==> config.mk <==
export PLATFORM = sky130hd
export DESIGN_NAME = parallel_unary_gen7
export DESIGN_NICKNAME = d
export VERILOG_FILES = /design/src/rtl/parallel_unary_gen7.sv
export SDC_FILE = /design/constraint.sdc
export NUM_CORES = 1
export LEC_CHECK = 0
export BUFFER_PORTS_ARGS = -buffer_cell sky130_fd_sc_hd__buf_2
export CAP_MARGIN = 20
export CORE_UTILIZATION = 51
export DETAILED_ROUTE_END_ITERATION = 8
export GPL_TIMING_DRIVEN = 0
export PLACE_DENSITY_LB_ADDON = 0.08
export SYNTH_ARGS = -nofsm -noshare
export SYNTH_HDL_FRONTEND = slang
export SYNTH_SLANG_ARGS = --single-unit
==> constraint.sdc <==
create_clock -name clk -period 4.2 [get_ports clk]
set_input_delay 0.63 -clock clk [delete_from_list [all_inputs] [get_ports clk]]
set_output_delay 0.63 -clock clk [all_outputs]
set_load 0.01 [all_outputs]
==> src/rtl/parallel_unary_gen7.sv <==
// parallel_unary_gen7: binary magnitude to 7-lane thermometer beat stream (define PUGEN_BACKTOBACK_EN for bubble-free back-to-back bursts)
module parallel_unary_gen7 #(
    parameter int WIDTH = 8
) (
    input  logic             clk,
    input  logic             rst,
    input  logic             in_valid,
    output logic             in_ready,
    input  logic [WIDTH-1:0] in_value,
    output logic             out_valid,
    input  logic             out_ready,
    output logic [6:0]       out_bits,
    output logic             out_last,
    output logic             busy
);
    typedef enum logic {IDLE, EMIT} state_t;
    state_t           state_q, state_d;
    logic [WIDTH-1:0] rem_q, rem_d;
    logic             emit, big, in_hs, out_hs;
    logic [2:0]       n;
    logic [6:0]       therm;
    assign emit      = state_q == EMIT;
    assign big       = rem_q > WIDTH'(7);
    assign n         = big ? 3'd7 : rem_q[2:0];
    assign therm     = ~(7'h7F << n);
    assign busy      = emit;
    assign out_valid = emit;
    assign out_bits  = emit ? therm : 7'h00;
    assign out_last  = emit && !big;
`ifdef PUGEN_BACKTOBACK_EN
    // the final beat's handshake edge can also accept the next value
    assign in_ready  = !emit || (out_last && out_ready);
`else
    assign in_ready  = !emit;
`endif
    assign in_hs     = in_valid && in_ready;
    assign out_hs    = out_valid && out_ready;
    // next state: consume a beat, then let a newly accepted value override
    always_comb begin
        state_d = state_q;
        rem_d   = rem_q;
        if (out_hs) begin
            rem_d   = rem_q - WIDTH'(n);
            state_d = out_last ? IDLE : EMIT;
        end
        if (in_hs) begin
            rem_d   = in_value;
            state_d = EMIT;
        end
    end
    // state registers; reset overrides any handshake on the same edge
    always_ff @(posedge clk) begin
        if (rst) begin
            state_q <= IDLE;
            rem_q   <= '0;
        end else begin
            state_q <= state_d;
            rem_q   <= rem_d;
        end
    end
endmodule

==> results of run 1 <==
critical path: cells and delay by family (launching register included):
family / cells / cell delay [ps]
AOI/OAI and AO/OA: 1 / 110
and+or+nand+nor: 2 / 680
buffers and inverters: 1 / 160
DFF: 1 / 380
flip-flops by register name, indices dropped and copies added (netlist names):
signal,flops
rem_q,8
busy,1
per-stage QoR:
stage | util | worst slack, ps | instance area [um^2] | power (mW) | hold slack [ps]
global route | 0.7035 | 1905 | 813.3 | 0.3184 | 597.7
CTS | 0.7035 | 1989 | 813.3 | 0.2988 | 561.1
detailed placement | 0.6807 | 2159 | 787.0 | 0.2300 | 553.7
floorplan | - | 2385 | 664.4 | 0.1952 | 506.2
global placement | 0.6807 | 2184 | 787.0 | 0.2256 | 536.0
finish | 0.7035 | 1990 | 813.3 | 0.2961 | 566.7
cells in the final DEF (no fill, tap or decap), drive strengths merged:
cell     Yosys  final
nand2b       1      1
a31oi        2      2
nor2b        2      2
o21a         1      1
nand3        1      1
a2111oi      2      2
nand2       11     11
buf          3     24
or2b         1      1
nor3         6      6
o21ai        2      2
nand4        1      1
or3          2      2
mux2         1      1
nor2        14     14
ha           1      1
clkbuf       2      6
inv          3      3
a311oi       1      1
o311ai       1      1
nor3b        1      1
nor4         4      4
a211oi       4      4
dfxtp        9      9
o22ai        2      2
mux2i        2      2
a21oi        7      7
and3         1      1
and2         1      1
how the worst max path moves through the flow:
stage,to,slack [ps]
finish,out_bits[5],1990
global route,out_bits[4],1900
CTS,out_bits[5],1990
detailed placement,rem_q[4]$_SDFFE_PP0P_,2160
global placement,rem_q[4]$_SDFFE_PP0P_,2180
floorplan,rem_q[4]$_SDFFE_PP0P_,2390
layer usage:
metal / vias to the layer above / global-route usage / share of wire
met5: - / 0 / 0
met2: 20 / 0.4322 / 0.47
met1: 331 / 0.3141 / 0.47
met4: 0 / 0.1071 / 0.013
li1: 378 / - / -
met3: 5 / 0.08721 / 0.053
final cells by class:
cell class / count / area [um^2] / area share
sequential: 9 / 180.2 / 0.2215
inverter: 3 / 11.26 / 0.01385
multi-input combinational: 72 / 449.2 / 0.5523
buffer: 5 / 23.77 / 0.02923
tap: 14 / 17.52 / 0.02154
clock buffer: 4 / 26.28 / 0.03231
timing repair buffer: 21 / 105.1 / 0.1292
kinds of logic (layout without fill, tap and decap cells):
family                     count (synthesis)  count (layout)
muxes                                      3               3
buffers and inverters                      8              33
AOI/OAI and AO/OA                         22              22
and+or+nand+nor                           46              46
adders and majority gates                  1               1
DFF                                        9               9
power groups by stage:
stage | clock [mW] | sequential (mW) | combinational [mW]
finish | 0.0680 | 0.110 | 0.118
global route | 0.0751 | 0.112 | 0.131
CTS | 0.0707 | 0.109 | 0.119
detailed placement | 0 | 0.112 | 0.118
global placement | 0 | 0.111 | 0.115
floorplan | 0 | 0.108 | 0.0868
==> key figures, run 1 <==
Min path
  – WHS Endpoint: rem_q[1]$_SDFFE_PP0P_
  – Worst Hold Class: register to register
  – Hold path start: rem_q[1]$_SDFFE_PP0P_
  – Hold depth: 2

STA
  – Final hold viol count: 0
  – Setup TNS: 0 ps
  – Final setup viols: 0
  – Peak Freq: 452.5 MHz
  – Final period util: 0.5262
  – Max-slew violations: 0
  – RSZ-0062 raised after global routing: false
  – Clk_skew: 6.544 ps
  – Worst-Margin Slew: 461.3 ps
  – Relative slew slack: 0.6925
  – Post-route minimum period: 2210 ps

Clock tree
  – CTS resizes: 0
  – CTS max path bufs: 2
  – H-tree depth: 1
  – CTS tree: done
  – Clock root buffer: clkbuf_4
  – Post-CTS Hold Buffers: 0
  – TritonCTS Sinks: 9
  – Num CTS Buffers: 3
  – Clk slew on worst S/H paths: 60 ps
  – Post-CTS setup buffers: 0
  – Skew-Pair Late Insertion Delay: 260 ps

Die
  – Initial Utilization: 0.5747
  – Die height: about 38 um
  – I/O Pins: 23
  – # rows: 12
  – Die ar.: 1451 um^2
  – Core area: 1156 um^2
  – Die width: 38.10 um

Synthesis
  – Area leader, netlist: dfxtp_1
  – Largest family of logic cells by synthesized area: simple AND/OR/NAND/NOR gates
  – Sequential area share after synthesis: 0.2712
  – Syn avg cell area: 7.465 um^2
  – Cells after Synth: 89
  – Yosys reg bits: 9
  – Adder-cell share of the synthesized area: 0.01883
  – Post-synthesis xor/xnor area fraction: 0
  – Synth Warn #: 0
  – Synth cell count leaders: nor2_1, nand2_1, dfxtp_1, a21oi_1
  – Post-Synth Simple-Gate Area: 0.3653
  – Async S/R FF share, synth: 0
  – Post-Syn Area: approximately 660 um^2
  – Synth Area in Compound Gates: 0.2392
  – Predominant post-synthesis flop cell: dfxtp_1
  – Top cells by area, synth: dfxtp_1, nor2_1, nand2_1, a21oi_1, a2111oi_2
  – Most common cell in the netlist: nor2_1
  – Post-synth net total: between 100 and 150
  – Synth unique cells: 37
  – Post-synthesis mux area share: 0.05273
  – Number of flops mapped to enable cells by yosys: 0
  – Yosys top cell area share: 0.2712

Detailed routing
  – Vias per cell: between 5 and 6
  – DR DRC count: 0
  – Drt first pass iters: 4
  – Per-cell routed wire length: 12.31 um
  – Routed Antenna Nets: 0
  – Iteration-0 DRC count of the detailed router: 10
  – WL final: 1.576 mm
  – Total vias in the final route: 734

Setup path
  – CP max FO: 6
  – RR Endpoint: rem_q[4]$_SDFFE_PP0P_
  – Arr. time, crit path: 1580 ps
  – Reg2Reg Depth: 8
  – Setup crit start kind: register
  – Max stage delay on crit path: 450 ps
  – CP max stage cell: or3_4
  – R2R Path Start: rem_q[6]$_SDFFE_PP0P_
  – Required @ worst endpoint: 3570 ps
  – R2R setup slack: 2130 ps
  – Crit-path cells: or3_4 > nor3_2 > a21oi_1 > buf_2
  – Crit end category: output pin
  – Critical Path Source: rem_q[3]$_SDFFE_PP0P_
  – Critical path class: register to output pin

Outcome
  – Status: finished, final reports clean

Place
  – Placed cell count: 124
  – Post-DP HPWL: 1.205 mm
  – Port Buffers: 21
  – Gp weighted congestion: about 0.80

Global route
  – Initial antenna violation count: 0
  – GRT Overall Usage: 0.2644
  – First-pass GRT wire length: 2.553 mm
  – Largest net degree at the start of global routing: 11
  – Global route overflow: 0
  – Vias in the first global route: 587

Finish
  – Final nets: about 130
  – Layout cell share with drive strength beyond 1: 0.2982
  – Ant. Diodes: 0
  – Layout area overhead: 22.41%
  – Final cell count without fillers: about 130
  – Fillers: 110

Power and ir drop
  – Leak Pwr: roughly 0.35 nW
  – Sequential share of power: 0.372
  – Int Power: 0.1848 mW
  – Sw Pwr: 0.1112 mW
  – Clk network pwr share: 0.230
  – Peak supply drop: 0.2065 mV
  – Combinational power share: 0.399
  – Pwr Density: 364.0 nW/um^2
  – Switching share of power: 0.3757

Job
  – Max_cap viols: 0
No activity file was read; power rests on OpenSTA's default activity.
==> run 2: changes to the inputs <==
--- a/config.mk
+++ b/config.mk
@@ -7,7 +7,7 @@
 export LEC_CHECK = 0
 export BUFFER_PORTS_ARGS = -buffer_cell sky130_fd_sc_hd__buf_2
 export CAP_MARGIN = 20
-export CORE_UTILIZATION = 51
+export CORE_UTILIZATION = 47
 export DETAILED_ROUTE_END_ITERATION = 8
 export GPL_TIMING_DRIVEN = 0
 export PLACE_DENSITY_LB_ADDON = 0.08
==> constraint.sdc (replaced) <==
create_clock -name clk -period 2.08 [get_ports clk]
set_input_delay 0.312 -clock clk [delete_from_list [all_inputs] [get_ports clk]]
set_output_delay 0.312 -clock clk [all_outputs]
set_load 0.01 [all_outputs]
==> run 2 against run 1 <==
  * First-iteration DRC count rose by 40%
  * Clock skew is 1.9 ps lower
  * Final area increased by 0.92%
  * Global-route usage down 2.8 points
  * Sequential cell count unchanged
  * Register-to-register slack got worse by 2000 ps
  * Sequential share of layout area fell by 0.050 points
  * Via count is 3.1% lower
  * Final cell count up 0.78%
==> key figures, run 2 (synthesis gave the netlist of run 1 again) <==
STA
  – Max-slew violations: 0 (unchanged)
  – Final setup margin: 119.6 ps (was 1990 ps)
  – Setup TNS: 0 ps (unchanged)
  – Final hold viol count: 0 (unchanged)
  – Worst-Margin Slew: 489.9 ps (was 461.3 ps)
  – Clk_skew: 4.686 ps (was 6.544 ps)
  – Peak Freq: just over 500 MHz
  – Final setup viols: 0 (unchanged)
  – Final period util: 0.9425
  – Post-route minimum period: 1960 ps
  – Relative slew slack: 0.6734 (was 0.6925)
  – RSZ-0062 raised after global routing: false (unchanged)

Clock tree
  – Num CTS Buffers: 3 (unchanged)
  – H-tree depth: 1 (unchanged)
  – Clock root buffer: clkbuf_4 (unchanged)
  – Skew-Pair Late Insertion Delay: 270 ps (was 260 ps)
  – Post-CTS Hold Buffers: 0 (unchanged)
  – CTS resizes: 0 (unchanged)
  – Clk slew on worst S/H paths: 60 ps (about the same)
  – TritonCTS Sinks: 9 (unchanged)
  – Post-CTS setup buffers: 0 (unchanged)
  – CTS tree: done (unchanged)
  – CTS max path bufs: 2 (unchanged)

Finish
  – Largest register by flop count: rem_q (unchanged)
  – Final nets: 128 (unchanged)
  – Layout cell share with drive strength beyond 1: 0.3158 (was 0.2982)
  – Fillers: 133 (was 110)
  – Ant. Diodes: 0 (unchanged)
  – Commonest non-fill, non-tap cell in the layout: buf_2 (unchanged)
  – Layout area overhead: 23.54% (was 22.41%)
  – Final cell count without fillers: 129 (was 128)
  – Most frequent cells in the layout: buf_2, nor2_1, nand2_1 (unchanged)
  – Max reg flops: 8 (unchanged)

Die
  – # rows: 13 (was 12)
  – Core area: 1301 um^2 (was 1156 um^2)
  – Die ar.: 1568 um^2 (was 1451 um^2)
  – Initial Utilization: 0.5106 (was 0.5747)
  – I/O Pins: 23 (unchanged)
  – Die height: 39.60 um (was 38.10 um)
  – Die width: 39.60 um (was 38.10 um)

Place
  – Port Buffers: 21 (unchanged)
  – Place WS: 43.21 ps (was 2159 ps)
  – Placed cell count: 125 (was 124)
  – Post-DP HPWL: 1.173 mm (was 1.205 mm)
  – Gp weighted congestion: 0.8370 (was 0.7972)

Outcome
  – Status: finished, final reports clean (unchanged)

Power and ir drop
  – Combinational power share: 0.392 (was 0.399)
  – Int Power: 0.3741 mW (was 0.1848 mW)
  – Peak supply drop: 0.3629 mV (was 0.2065 mV)
  – Leak Pwr: 0.3492 nW (was 0.3462 nW)
  – Sw Pwr: 0.2310 mW (was 0.1112 mW)
  – Pwr Density: 737.3 nW/um^2 (was 364.0 nW/um^2)
  – Sequential share of power: 0.369 (was 0.372)
  – Clk network pwr share: 0.239 (was 0.230)
  – Switching share of power: 0.3817 (was 0.3757)

Setup path
  – CP max stage cell: dfxtp_1 (was or3_4)
  – Setup crit start kind: register (unchanged)
  – Critical path class: register to register (was register to output pin)
  – Required @ worst endpoint: 2210 ps (was 3570 ps)
  – CP max FO: 6 (unchanged)
  – Arr. time, crit path: 2090 ps (was 1580 ps)
  – Crit end category: register (was output pin)
  – R2R setup slack: 120 ps (was 2130 ps)
  – Max stage delay on crit path: 480 ps (was 450 ps)
  – Critical Path Source: rem_q[3]$_SDFFE_PP0P_ (unchanged)
  – Crit-path cells: nor3_4 > nand2_2 > or2b_1 > ha_1 > nand2_1 > nor3b_2 > mux2i_1 > a211oi_1 (was or3_4 > nor3_2 > a21oi_1 > buf_2)
  – R2R Path Start: rem_q[3]$_SDFFE_PP0P_ (was rem_q[6]$_SDFFE_PP0P_)

Detailed routing
  – Iteration-0 DRC count of the detailed router: 14 (was 10)
  – Vias per cell: 5.512 (was 5.734)
  – DR DRC count: 0 (unchanged)
  – Per-cell routed wire length: 12.56 um (was 12.31 um)
  – Routed Antenna Nets: 0 (unchanged)
  – Total vias in the final route: 711 (was 734)
  – Drt first pass iters: 4 (unchanged)
  – WL final: 1.620 mm (was 1.576 mm)

Global route
  – First-pass GRT wire length: 2.394 mm (was 2.553 mm)
  – Vias in the first global route: 526 (was 587)
  – GRT Overall Usage: 0.2367 (was 0.2644)
  – Initial antenna violation count: 0 (unchanged)
  – Largest net degree at the start of global routing: 11 (unchanged)
  – Global route overflow: 0 (unchanged)

Job
  – Max_cap viols: 0 (unchanged)

Min path
  – Hold path start: in_value[0] (was rem_q[1]$_SDFFE_PP0P_)
  – Worst Hold Class: input pin to register (was register to register)
[run 2: worst paths after layout]
path | end | depth (start not counted)
min | rem_q[0]$_SDFFE_PP0P_ | 3
max reg2reg | rem_q[4]$_SDFFE_PP0P_ | 8
max | rem_q[4]$_SDFFE_PP0P_ | 8
min reg2reg | rem_q[0]$_SDFFE_PP0P_ | 2
[run 2: cell type report]
cell class | instances | area (um^2) | area share
inverter | 3 | 11.26 | 0.01372
sequential | 9 | 181.4 | 0.2210
multi-input combinational | 72 | 454.2 | 0.5534
tap | 15 | 18.77 | 0.02287
timing repair buffer | 21 | 105.1 | 0.1280
clock buffer | 4 | 26.28 | 0.03201
buffer | 5 | 23.77 | 0.02896
[run 2: power groups by stage]
stage / sequential, mW / combinational [mW] / clock [mW]
floorplan: 0.219 / 0.175 / 0
global placement: 0.224 / 0.232 / 0
detailed placement: 0.225 / 0.237 / 0
CTS: 0.221 / 0.239 / 0.149
global route: 0.226 / 0.264 / 0.155
finish: 0.223 / 0.237 / 0.145
[run 2: metal layers]
metal | global-route usage | part of all wire
met1 | 0.3038 | 0.48
met2 | 0.3443 | 0.46
met3 | 0.05682 | 0.056
met4 | 0.1552 | 0.0074
met5 | 0 | 0
[run 2: worst max-delay path, delay by kind of cell (launching register included)]
family          cells  cell delay [ps]
simple gates        5              800
mux                 1              210
flops               1              480
compound gates      1               90
fa+ha+maj           1              250
[run 2: stage by stage]
step / instance area [um^2] / power, mW / hold WS, ps / util
floorplan: 664.4 / 0.3942 / 471.0 / -
global placement: 788.3 / 0.4562 / 548.1 / 0.6058
detailed placement: 788.3 / 0.4623 / 549.7 / 0.6058
CTS: 814.5 / 0.6088 / 298.2 / 0.6260
global route: 820.8 / 0.6456 / 312.2 / 0.6308
finish: 820.8 / 0.6051 / 307.1 / 0.6308
